**config.mk**
```make
export PLATFORM = sky130hd
export DESIGN_NAME = mat_result_drain
export DESIGN_NICKNAME = d
export VERILOG_FILES = /design/src/rtl/mm_pkg.sv /design/src/rtl/mat_result_fifo.sv /design/src/rtl/mat_result_drain.sv
export SDC_FILE = /design/constraint.sdc
export NUM_CORES = 1
export LEC_CHECK = 0
export CAP_MARGIN = 5
export CORE_MARGIN = 2
export CORE_UTILIZATION = 45
export DETAILED_ROUTE_END_ITERATION = 10
export MAX_ROUTING_LAYER = met4
export PLACE_DENSITY = 0.68
export SYNTH_ARGS = -nofsm -noshare
export SYNTH_HDL_FRONTEND = slang
export SYNTH_HIERARCHICAL = 1
export SYNTH_SLANG_ARGS = --single-unit
```
**constraint.sdc**
```tcl
create_clock -name clk -period 4 [get_ports clk]
set_input_delay 1.2 -clock clk [delete_from_list [all_inputs] [get_ports clk]]
set_output_delay 1.2 -clock clk [all_outputs]
set_load 0.02 [all_outputs]
```
**src/rtl/mm_pkg.sv**
```systemverilog
// Shared widths, drain FSM states and FIFO entry layout for the matrix result drain.
// MAT_RESULT_DRAIN_PARITY_EN adds a parity bit to every FIFO entry.
package mm_pkg;

  localparam int unsigned RES_W = 32;
  localparam int unsigned SEL_W = 4;

  typedef enum logic [1:0] {
    ST_IDLE  = 2'd0,
    ST_SWEEP = 2'd1,
    ST_FLUSH = 2'd2,
    ST_HOLD  = 2'd3
  } drain_state_t;

  typedef struct packed {
    logic [RES_W-1:0] data;
    logic [SEL_W-1:0] idx;
    logic             last;
`ifdef MAT_RESULT_DRAIN_PARITY_EN
    logic             parity;
`endif
  } res_entry_t;

endpackage

```
**src/rtl/mat_result_fifo.sv**
```systemverilog
// Synchronous FIFO of result entries; the head entry is presented directly to the output.
// A flush empties it in one cycle and overrides any push or pop in that cycle.
module mat_result_fifo
  import mm_pkg::*;
#(
  parameter int unsigned DEPTH = 4
) (
  input  logic                   clk,
  input  logic                   reset,
  input  logic                   flush,
  input  logic                   push,
  input  res_entry_t             push_entry,
  input  logic                   pop,
  output res_entry_t             head,
  output logic                   full,
  output logic                   empty,
  output logic [$clog2(DEPTH):0] occupancy
);

  localparam int unsigned PTR_W = $clog2(DEPTH);
  localparam int unsigned CNT_W = PTR_W + 1;

  res_entry_t       mem [DEPTH];
  logic [PTR_W-1:0] wr_ptr;
  logic [PTR_W-1:0] rd_ptr;
  logic [CNT_W-1:0] count;
  logic             do_push;
  logic             do_pop;

  // A push into a full FIFO is accepted only when the head leaves in the same cycle
  assign full      = (count == CNT_W'(DEPTH));
  assign empty     = (count == '0);
  assign do_pop    = pop && !empty;
  assign do_push   = push && (!full || do_pop);
  assign head      = mem[rd_ptr];
  assign occupancy = count;

  always_ff @(posedge clk) begin
    if (reset) begin
      wr_ptr <= '0;
      rd_ptr <= '0;
      count  <= '0;
      for (int i = 0; i < int'(DEPTH); i++) begin
        mem[i] <= '0;
      end
    end else if (flush) begin
      wr_ptr <= '0;
      rd_ptr <= '0;
      count  <= '0;
    end else begin
      if (do_push) begin
        mem[wr_ptr] <= push_entry;
        wr_ptr      <= wr_ptr + PTR_W'(1);
      end
      if (do_pop) begin
        rd_ptr <= rd_ptr + PTR_W'(1);
      end
      count <= count + CNT_W'(do_push) - CNT_W'(do_pop);
    end
  end

endmodule

```
**src/rtl/mat_result_drain.sv**
```systemverilog
// Sweeps the multiplier result mux once per done assertion and streams the elements out through a FIFO.
// Define MAT_RESULT_DRAIN_PARITY_EN to add the m_parity output (XOR of m_data).
module mat_result_drain
  import mm_pkg::*;
#(
  parameter int unsigned N_ELEM     = 9,
  parameter int unsigned FIFO_DEPTH = 4
) (
  input  logic             clk,
  input  logic             reset,
  input  logic             done,
  output logic [SEL_W-1:0] out_sel,
  input  logic [RES_W-1:0] res_in,
  output logic             m_valid,
  input  logic             m_ready,
  output logic [RES_W-1:0] m_data,
  output logic [SEL_W-1:0] m_idx,
  output logic             m_last,
`ifdef MAT_RESULT_DRAIN_PARITY_EN
  output logic             m_parity,
`endif
  output logic             busy,
  output logic             abort
);

  localparam int unsigned      CNT_W    = $clog2(FIFO_DEPTH) + 1;
  localparam logic [SEL_W-1:0] LAST_IDX = SEL_W'(N_ELEM - 1);

  drain_state_t     state;
  drain_state_t     state_next;
  logic             issue_c;
  logic             abort_c;
  logic             credit_ok;
  logic             inflight_v;
  logic [SEL_W-1:0] inflight_idx;
  logic             push_c;
  logic             pop_c;
  res_entry_t       push_entry;
  res_entry_t       head;
  logic             fifo_full;
  logic             fifo_empty;
  logic [CNT_W-1:0] fifo_occ;

  // Only issue when the FIFO can absorb every result already requested
  assign credit_ok = !fifo_full && ((fifo_occ + CNT_W'(inflight_v)) < CNT_W'(FIFO_DEPTH));

  always_ff @(posedge clk) begin
    if (reset) begin
      state <= ST_IDLE;
    end else begin
      state <= state_next;
    end
  end

  always_comb begin
    state_next = state;
    case (state)
      ST_IDLE:  if (done) state_next = ST_SWEEP;
      ST_SWEEP: begin
        if (!done) begin
          state_next = ST_IDLE;
        end else if (issue_c && (out_sel == LAST_IDX)) begin
          state_next = ST_FLUSH;
        end
      end
      ST_FLUSH: begin
        if (!done) begin
          state_next = ST_IDLE;
        end else if (fifo_empty && !inflight_v) begin
          state_next = ST_HOLD;
        end
      end
      ST_HOLD:  if (!done) state_next = ST_IDLE;
      default:  state_next = ST_IDLE;
    endcase
  end

  always_comb begin
    issue_c = 1'b0;
    abort_c = 1'b0;
    case (state)
      ST_SWEEP: begin
        abort_c = !done;
        issue_c = done && credit_ok;
      end
      ST_FLUSH: abort_c = !done;
      default:  ;
    endcase
  end

  // Issue index, single in-flight capture slot and status flags
  always_ff @(posedge clk) begin
    if (reset) begin
      out_sel      <= '0;
      inflight_v   <= 1'b0;
      inflight_idx <= '0;
      busy         <= 1'b0;
      abort        <= 1'b0;
    end else begin
      abort      <= abort_c;
      busy       <= (state_next == ST_SWEEP) || (state_next == ST_FLUSH);
      inflight_v <= issue_c;
      if (issue_c) begin
        inflight_idx <= out_sel;
      end
      if (state == ST_IDLE) begin
        out_sel <= '0;
      end else if (issue_c && (out_sel != LAST_IDX)) begin
        out_sel <= out_sel + SEL_W'(1);
      end
    end
  end

  assign push_c = inflight_v && !abort_c;
  assign pop_c  = m_valid && m_ready;

  always_comb begin
    push_entry        = '0;
    push_entry.data   = res_in;
    push_entry.idx    = inflight_idx;
    push_entry.last   = (inflight_idx == LAST_IDX);
`ifdef MAT_RESULT_DRAIN_PARITY_EN
    push_entry.parity = ^res_in;
`endif
  end

  mat_result_fifo #(
    .DEPTH(FIFO_DEPTH)
  ) u_fifo (
    .clk       (clk),
    .reset     (reset),
    .flush     (abort_c),
    .push      (push_c),
    .push_entry(push_entry),
    .pop       (pop_c),
    .head      (head),
    .full      (fifo_full),
    .empty     (fifo_empty),
    .occupancy (fifo_occ)
  );

  assign m_valid  = !fifo_empty;
  assign m_data   = head.data;
  assign m_idx    = head.idx;
  assign m_last   = head.last;
`ifdef MAT_RESULT_DRAIN_PARITY_EN
  assign m_parity = head.parity;
`endif

endmodule

```
# After elaboration in Yosys (flattened, before gate mapping)
# Memory sizes are Yosys's and may differ from the RTL's. A register that Yosys moved wholly into a read port is not among the register bits.
# Cells that the tools add are included.
[totals]
mem_count = 1
elab_cells = 68
mem_bits_rw = 148
out_inout_bits = 44
latchBits = 0
mem_bits_ro = 0
register_bits = 20
input_bits = 36
[classes]
n_reduce_logical = 22
eq_ne = 9
muxes = 20
mul = 0
n_div = 0
add_sub_neg = 6
n_shift = 0
order_cmp = 1
n_bitwise = 0
[memory_table]
columns = ["name", "depth", "width", "rd", "rd_clocked_by_memory_dff", "wr", "line_no", "source"]
rows = [
  ["u_fifo.mem", 4, 37, 1, 1, 4, "mat_result_fifo.sv:23", "res_entry_t mem [DEPTH];"],
]
[ops]
columns = ["op", "count"]
rows = [
  ["$mux 37", 1],
  ["$reduce_or 37->1", 1],
  ["$mux 2", 9],
  ["$logic_and 1x1->1", 9],
  ["$mux 1", 9],
  ["$eq 4x4->1 const B", 2],
  ["$pmux 2 s4", 1],
  ["$add 3x1->3", 2],
  ["$eq 2x2->1 const B", 3],
  ["$reduce_or 2->1", 3],
  ["$logic_not 1->1", 5],
  ["$add 2x1->2 const B", 2],
  ["$add 4x1->4 const B", 1],
  ["$eq 2x1->1 const B", 2],
  ["$ne 4x4->1 const B", 1],
  ["$eq 3x3->1 const B", 1],
  ["$logic_not 3->1", 1],
  ["$lt 3x3->1 const B", 1],
  ["$sub 3x1->3", 1],
  ["$logic_not 2->1", 1],
  ["$logic_or 1x1->1", 2],
]

# Longest topological paths before layout
# Gate-level depths: netlist of the first run.
[logic_depth]
ltp_word = 12
ltp_mapped = 11
ltp_nobuf = 11

# By module
# The synthesis of the first run kept the hierarchy.
[by_module_without_submodules]
columns = ["mod", "seq_area_each_um2", "area_each_um2", "cells_per_inst", "instances"]
rows = [
  ["mat_result_fifo", 4624.4, 6825.3, 408, 1],
  ["mat_result_drain", 260.2, 739.5, 89, 1],
]

# Worst setup path before layout of the first run
# OpenSTA, ideal clock, no wires.
[synth_timing]
path_kind = "input port to flip-flop"
from = "input port m_ready"
to = "memory u_fifo/mem[3][0] in the netlist's numbering (enable)"
arrival_ps = 3532
setup_slack_ps = 29
required_time_ps = 3561
path_buffers = 0
setup_time_ps = 439
cell_stages = 4
cell_sequence = "nor2b_1 -> nor4b_4 -> nand2b_1 -> o21bai_1"
[synth_rtl]
columns = ["item", "line_no", "source"]
rows = [
  ["from (decl)", "mat_result_drain.sv:15", "input logic m_ready,"],
  ["to (decl)", "mat_result_fifo.sv:23", ""],
]

==> results.cfg, run 1 <==
[setup_path]
endpoint_kind = output port
cp_data_required_time_ns = 2.80
r2r_start = u_fifo/occupancy[1]
cp_num_cells = 3
r2r_end = u_fifo/occupancy[2]
crit_fanout = 28
crit_arrival_ns = 2.49
cp_slowest_cell = dfxtp_2
crit_path_end = m_idx[3]
cp_top_family = buffers and inverters
worst-r2r-cell-count = 10
cpPeakStageDelay_ns = 0.59
cp_cell_sequence = buf_12, mux4_2, clkdlybuf4s50_1
r2r_slack_ns = 1.24
worstSetupPathType = register to output port
cp_num_buf_inv = 2
critPathLaunchType = register

[sta]
fmax_mhz = 271
period_share_pct = 92.2
drv_slew = 0
finalSetupViolCount = 0
finalHoldViolCount = 0
min_period_ns = 3.69
slew_headroom_pct = 46.3
tightest_slew_ns = 0.782
grt_setup_unrepaired = no
fin_setup_tns_ns = 0
skew_ns = 0.00766

[clock_network]
clock-root-buffer = clkbuf_16
clock_latency_ns = 0.42
clkSinkCount = 170
hold_buffers = 0
cts_buffers = 17
cts_tree = yes
post_cts_resized = 0
clockBufferDepth = 2
post-cts-setup-buffers = 0
htreeDepth = 4
clk_pin_slew_ns = 0.06

[power_and_ir_drop]
switching_power_uw = 774
clkPwrFrac_pct = 41.9
internal_power_uw = 3120
p_seq_share_pct = 51.6
p_sw_share_pct = 19.9
p_comb_share_pct = 6.5
power.static_leakage_uw = 0.00331
cellPowerDensity_nw_per_um2 = 418
ir_worst_vdd_mv = 0.327

[die]
io_pins = 80
rows = 47
die_h_um = 134
die_area_um2 = 17900
initial_core_util_pct = 45.8
die_w_um = 134
core_area_um2 = 16500

[global_route]
grt_pass1_vias = 4505
grtUsageMet2_pct = 31.3
antenna_found_initial = 0
grt_overflow = 0
grt_util_met3_pct = 4.22
grt_most_used_layer = met2
gr-usage-met1_pct = 22.3
grt_use_total_pct = 18.7
grt_pass1_wl_mm = 24.1
grt_max_degree = 39

[yosys]
syn_avg_cell_area_um2 = 15.2
synth_fp_nets = 541
synth-main-ff-cell = edfxtp_1
syn_area_um2 = 7560
ys_seq_elements = 170
yosysSeqAreaShare_pct = 64.6
ys_warn_count = 6
synth_cells = 497
yosysUniqueCellTypes = 49
async_flop_share_pct = 0
synth_edf_count = 148

[drt]
wl_per_cell_um = 18.3
routed_wl_mm = 15.0
drc = 0
antenna_left = 0
drt_iter0_drc = 294
vias_per_cell = 5.20
detail_route.first_pass.iterations = 4
vias = 4253

[layout]
nNetsFinal = 629
mostFrequentLayoutCell = and2_1
area_growth_pct = 23.1
mostFrequentLayoutCells = 151 x and2_1, 148 x edfxtp_1, 79 x clkdlybuf4s50_1, 37 x mux4_2, 20 x dfxtp_1
num_antenna_cells = 0
drive_gt1_share_pct = 15.4
finish.utilization_pct = 56.3

[min_path]
min_from = inflight_idx[1]
hold_path_class = register to register

[status]
outcome = complete, no violations

[place]
dpl.hpwl_mm = 9.05
io_buffer_count = 79
place.gp.congestion = 0.744

[flow_run]
cap_violations = 0
[worst min path at each step]
stage | end | slack (ns) | cells after the start
CTS | inflight_idx[1] | 0.51 | 2
floorplan | inflight_idx[3] | 0.46 | 2
detailed placement | inflight_idx[1] | 0.50 | 2
global placement | inflight_idx[1] | 0.50 | 2
finish | inflight_idx[1] | 0.51 | 2
global route | inflight_idx[0] | 0.56 | 2
[worst min-delay path: cells and delay by family (launching register included)]
family | cells | cell delay (ns)
simple gates | 1 | 0.07
compound gates | 1 | 0.06
flops | 1 | 0.34
[per-stage QoR]
| step | cell area, um^2 | worst slack (ns) | power, uW | hold slack (ns) | instances |
|---|---|---|---|---|---|
| finish | 9310 | 0.311 | 3890 | 0.510 | 818 |
| global route | 9310 | 0.172 | 4020 | 0.558 | 818 |
| CTS | 9310 | 0.237 | 3920 | 0.507 | 818 |
| detailed placement | 8720 | 0.376 | 2300 | 0.498 | 786 |
| global placement | 8720 | 0.452 | 2290 | 0.497 | 786 |
| floorplan | 7560 | 0.0288 | 2160 | 0.465 | 497 |
[power groups by stage]
stage / Combinational (uW) / Sequential (uW) / Clock, uW
after floorplan: 118 / 2040 / 0
after CTS: 257 / 2010 / 1660
final: 252 / 2010 / 1630
after detailed placement: 255 / 2040 / 0
after global placement: 252 / 2040 / 0
after global routing: 270 / 2010 / 1740
[cell type report]
class                           count  area, um^2
Fill cell                        1300        7210
Clock buffer                       23         468
Timing Repair Buffer               95         973
Inverter                           10        37.5
Sequential cell                   170        4890
Multi-Input combinational cell    291        2550
Tap cell                          220         275
Clock inverter                      9         121
[registers in the layout, indices dropped and copies added, names as in the netlist, named ones only]
register,count
u_fifo/occupancy,3
state,2
busy,1
abort,1
inflight_v,1
inflight_idx,4
u_fifo/rd_ptr,2
u_fifo/wr_ptr,2
out_sel,4
u_fifo/mem,148
[Yosys cell counts (2+ instances only)]
cell / count / area share [%]
nor3_1: 3 / 0.20
o311ai_0: 2 / 0.23
o21ai_0: 5 / 0.33
buf_1: 2 / 0.099
a31o_1: 2 / 0.23
nand3_1: 3 / 0.20
buf_6: 2 / 0.30
buf_2: 6 / 0.40
a21oi_1: 10 / 0.66
inv_1: 9 / 0.45
a31oi_1: 3 / 0.25
nor4_4: 2 / 0.56
dfxtp_1: 22 / 5.8
o21ai_1: 3 / 0.20
nor2b_1: 2 / 0.17
o211ai_1: 2 / 0.20
nand2b_1: 6 / 0.50
or3_1: 2 / 0.17
xor2_1: 3 / 0.35
mux4_2: 37 / 11
nand2_1: 11 / 0.55
or2_1: 2 / 0.17
xnor2_1: 2 / 0.23
mux2i_1: 2 / 0.26
ha_1: 7 / 1.2
nand4b_1: 2 / 0.23
nor2_1: 11 / 0.55
clkbuf_1: 15 / 0.74
a21o_1: 2 / 0.20
edfxtp_1: 148 / 59
and2_1: 151 / 12
[metal layers]
layer | part of all wire, % | up-vias
li1 | - | 2002
met1 | 42 | 2135
met2 | 52 | 101
met3 | 4.3 | 15
met4 | 1.4 | 0
met5 | 0 | -
[cell families after synthesis]
kind of cell,synth area share (%)
and+or+nand+nor,17.4
muxes,11.4
buffers and inverters,2.13
AOI/OAI and AO/OA,2.50
xor gates and xnor gates,0.579
DFF,64.6
adders and majority gates,1.42
Note: power is estimated with default switching activity, not from simulation.
==> run 2: changes to the inputs <==
CORE_ASPECT_RATIO = 0.9   (was not set)
==> results.cfg, run 2 (synthesis gave the netlist of run 1 again) <==
[power_and_ir_drop]
p_sw_share_pct = 21.1
power.static_leakage_uw = 0.00326
clkPwrFrac_pct = 38.1
ir_worst_vdd_mv = 0.273
p_seq_share_pct = 54.9
total_power_uw = 3650
switching_power_uw = 769
internal_power_uw = 2880
cellPowerDensity_nw_per_um2 = 397
p_comb_share_pct = 6.9

[sta]
finalSetupViolCount = 0
drv_slew = 0
fmax_mhz = 281
min_period_ns = 3.56
period_share_pct = 89.1
skew_ns = 0.00646
fin_setup_tns_ns = 0
grt_setup_unrepaired = no
finalHoldViolCount = 0
slew_headroom_pct = 46.5
tightest_slew_ns = 0.780

[global_route]
grt_max_degree = 39
grt_use_total_pct = 18.5
antenna_found_initial = 0
grt_pass1_wl_mm = 24.1
grt_pass1_vias = 4582
grt_overflow = 0

[setup_path]
cp_data_required_time_ns = 2.80
worstSetupPathType = register to output port
endpoint_kind = output port
critPathLaunchType = register
r2r_start = u_fifo/occupancy[1]
crit_arrival_ns = 2.36
crit_fanout = 24

[clock_network]
cts_buffers = 17
post_cts_resized = 0
clock_latency_ns = 0.42
clockBufferDepth = 2
htreeDepth = 4
post-cts-setup-buffers = 0
clock-root-buffer = clkbuf_16
cts_tree = yes
clkSinkCount = 170
clk_pin_slew_ns = 0.06
hold_buffers = 0

[drt]
detail_route.first_pass.iterations = 4
antenna_left = 0
routed_wl_mm = 14.9
drc = 0
wl_per_cell_um = 18.5
vias_per_cell = 5.32
vias = 4285
drt_iter0_drc = 253

[place]
dpl.hpwl_mm = 8.98
place.gp.congestion = 0.816
io_buffer_count = 79

[status]
outcome = complete, no violations

[min_path]
hold_path_class = register to register
min_from = inflight_idx[1]

[die]
die_w_um = 141
die_area_um2 = 17900
rows = 44
core_area_um2 = 16300
die_h_um = 127
initial_core_util_pct = 46.4
io_pins = 80

[layout]
top_register = u_fifo/mem
largestRegisters = u_fifo/mem x148, inflight_idx x4, out_sel x4
area_growth_pct = 21.5
largest_reg_flops = 148
mostFrequentLayoutCells = 151 x and2_1, 148 x edfxtp_1, 79 x clkdlybuf4s50_1, 37 x mux4_2, 20 x dfxtp_1
nNetsFinal = 630
num_antenna_cells = 0
mostFrequentLayoutCell = and2_1
fillers = 1332
drive_gt1_share_pct = 15.1

[flow_run]
cap_violations = 0
[run 2: critical path: stages, from the launching register on]
cell,delay (ns)
dfxtp_2,0.75
buf_4,0.31
mux4_2,0.33
clkdlybuf4s50_1,0.55
[run 2: routing by layer]
layer | GRT usage [%] | vias to the layer above | part of all wire, % | routed length, um
met5 | - | - | 0 | 0
li1 | - | 2003 | - | -
met3 | 4.87 | 9 | 6.0 | 902
met4 | 5.29 | 0 | 0.66 | 98
met2 | 29.4 | 112 | 49 | 7330
met1 | 23.8 | 2161 | 44 | 6590
[run 2: final cells by class]
| type | instances | area (um^2) | area share [%] |
|---|---|---|---|
| flip-flops and latches | 170 | 4890 | 53.2 |
| multi-input cells | 291 | 2550 | 27.7 |
| repair buffers | 96 | 968 | 10.5 |
| clock buffers | 20 | 437 | 4.75 |
| well taps | 207 | 259 | 2.82 |
| clock inverters | 11 | 57.6 | 0.626 |
| inverters | 10 | 37.5 | 0.408 |
[run 2: final timing paths]
| kind | end | slack, ns | cells past startpoint |
|---|---|---|---|
| hold / removal | inflight_idx[1] | 0.50 | 2 |
| hold reg to reg | inflight_idx[1] | 0.50 | 2 |
| setup reg to reg | u_fifo/occupancy[2] | 1.43 | 10 |
| setup / recovery | m_last | 0.44 | 3 |
[run 2: power by group through the flow]
stage,clock network (uW),logic [uW],registers [uW]
2_1_floorplan,0,118,2040
3_3_place_gp,0,255,2040
3_5_place_dp,0,256,2040
4_1_cts,1420,257,2010
5_1_grt,1500,272,2010
6_report,1390,253,2010
[run 2: per-stage QoR]
stage	setup slack (ns)	hold WS, ns	cell area (um^2)	instances	util [%]
CTS	0.366	0.507	9190	805	56.4
floorplan	0.0288	0.465	7560	497	-
global placement	0.506	0.489	8700	774	53.4
detailed placement	0.390	0.497	8700	774	53.4
global route	0.315	0.533	9190	805	56.4
finish	0.436	0.504	9190	805	56.4
==> run 3: changes to the inputs <==
CORE_MARGIN = 8   (was 2)
PLACE_DENSITY = 0.74   (was 0.68)
==> results.cfg, run 3 (synthesis gave the netlist of run 1 again) <==
[power_and_ir_drop]
power.static_leakage_uw = 0.00330
cellPowerDensity_nw_per_um2 = 419
ir_worst_vdd_mv = 0.368

[place]
io_buffer_count = 79
dpl_cell_area_um2 = 8700
dp_slack_ns = 0.383
place.gp.congestion = 0.774
dpl.hpwl_mm = 9.65

[clock_network]
htreeDepth = 4
cts_buffers = 17
hold_buffers = 0
post_cts_resized = 0
clk_pin_slew_ns = 0.06
cts_tree = yes
post-cts-setup-buffers = 0
clkSinkCount = 170
clock-root-buffer = clkbuf_16
clock_latency_ns = 0.42
clockBufferDepth = 2

[setup_path]
r2r_start = u_fifo/occupancy[1]
cp_cell_sequence = buf_4, mux4_2, clkdlybuf4s50_1
critPathLaunchType = register
worst-r2r-cell-count = 10
cp_data_required_time_ns = 2.80
cp_slowest_cell = mux4_2
crit_fanout = 24
crit_arrival_ns = 2.36
worstSetupPathType = register to output port
cpPeakStageDelay_ns = 0.61
crit_path_end = m_data[10]
r2r_slack_ns = 1.37
endpoint_kind = output port
r2r_end = u_fifo/occupancy[2]

[sta]
grt_setup_unrepaired = no
tightest_slew_ns = 0.772
fin_setup_tns_ns = 0
fmax_mhz = 281
drv_slew = 0
finalSetupViolCount = 0
setup_ws_ns = 0.440
slew_headroom_pct = 47.1
finalHoldViolCount = 0
min_period_ns = 3.56
skew_ns = 0.0101
period_share_pct = 89.0

[die]
core_area_um2 = 16700
die_h_um = 139
die_w_um = 153
die_area_um2 = 21200
initial_core_util_pct = 45.4
io_pins = 80
rows = 45

[drt]
drt_iter0_drc = 247
wl_per_cell_um = 19.3
wl_met2_mm = 7.87
vias_per_cell = 5.32
detail_route.first_pass.iterations = 4
met1Wirelength_mm = 6.60
top_layer = met4
drc = 0
antenna_left = 0
routed_wl_mm = 15.6
vias = 4304
met3_length_um = 984

[layout]
top_register = u_fifo/mem
finish.utilization_pct = 55.7
area_growth_pct = 22.8
fin_area_um2 = 9290
drive_gt1_share_pct = 15.2
mostFrequentLayoutCells = 151 x and2_1, 148 x edfxtp_1, 79 x clkdlybuf4s50_1, 37 x mux4_2, 20 x dfxtp_1
largestRegisters = u_fifo/mem x148, inflight_idx x4, out_sel x4
mostFrequentLayoutCell = and2_1
nNetsFinal = 628
largest_reg_flops = 148

[global_route]
grt_pass1_vias = 4680
grt_max_degree = 39
grt_use_total_pct = 15.8
grt_pass1_wl_mm = 25.3
grt_overflow = 0
antenna_found_initial = 1

[status]
outcome = complete, no violations

[flow_run]
cap_violations = 0

[min_path]
hold_path_class = register to register
==> run 3: final cells by class <==
class,instances,area [um^2]
Multi-Input combinational cell,291,2550
Antenna cell,1,2.50
Fill cell,1308,7380
Clock inverter,11,145
Sequential cell,170,4890
Tap cell,211,264
Inverter,10,37.5
Clock buffer,21,440
Timing Repair Buffer,94,966
==> run 3: critical path: cells and delay by family, from the launching register on <==
kind | cells | cell delay [ns]
multiplexers | 1 | 0.61
buffers and inverters | 2 | 0.99
flip-flops | 1 | 0.32
==> run 3: how the worst min path moves through the flow <==
| stage | start | endpoint | slack [ns] | cells after the start |
|---|---|---|---|---|
| after floorplan | inflight_idx[3] | inflight_idx[3] | 0.46 | 2 |
| after detailed placement | inflight_idx[3] | inflight_idx[3] | 0.50 | 2 |
| final | inflight_idx[1] | inflight_idx[1] | 0.51 | 2 |
| after CTS | inflight_idx[3] | inflight_idx[3] | 0.51 | 2 |
| after global routing | inflight_idx[1] | inflight_idx[1] | 0.54 | 2 |
| after global placement | inflight_idx[3] | inflight_idx[3] | 0.49 | 2 |
==> run 3: per-stage QoR <==
step                hold slack [ns]  power, uW  std cells
floorplan                     0.465       2160        497
global placement              0.488       2290        776
detailed placement            0.502       2300        776
CTS                           0.511       3920        808
global route                  0.543       4010        809
finish                        0.512       3890        809
==> run 3: metal layers <==
layer  GRT usage (%)  vias to the layer above
met3            5.05                       14
met4            4.16                        0
li1                -                     2006
met2            26.5                      130
met5               -                        -
met1            18.0                     2154
==> run 3: report_power, final <==
group,internal (uW),switching [uW]
Combinational,121,135
Sequential,1990,19.7
Clock,981,646
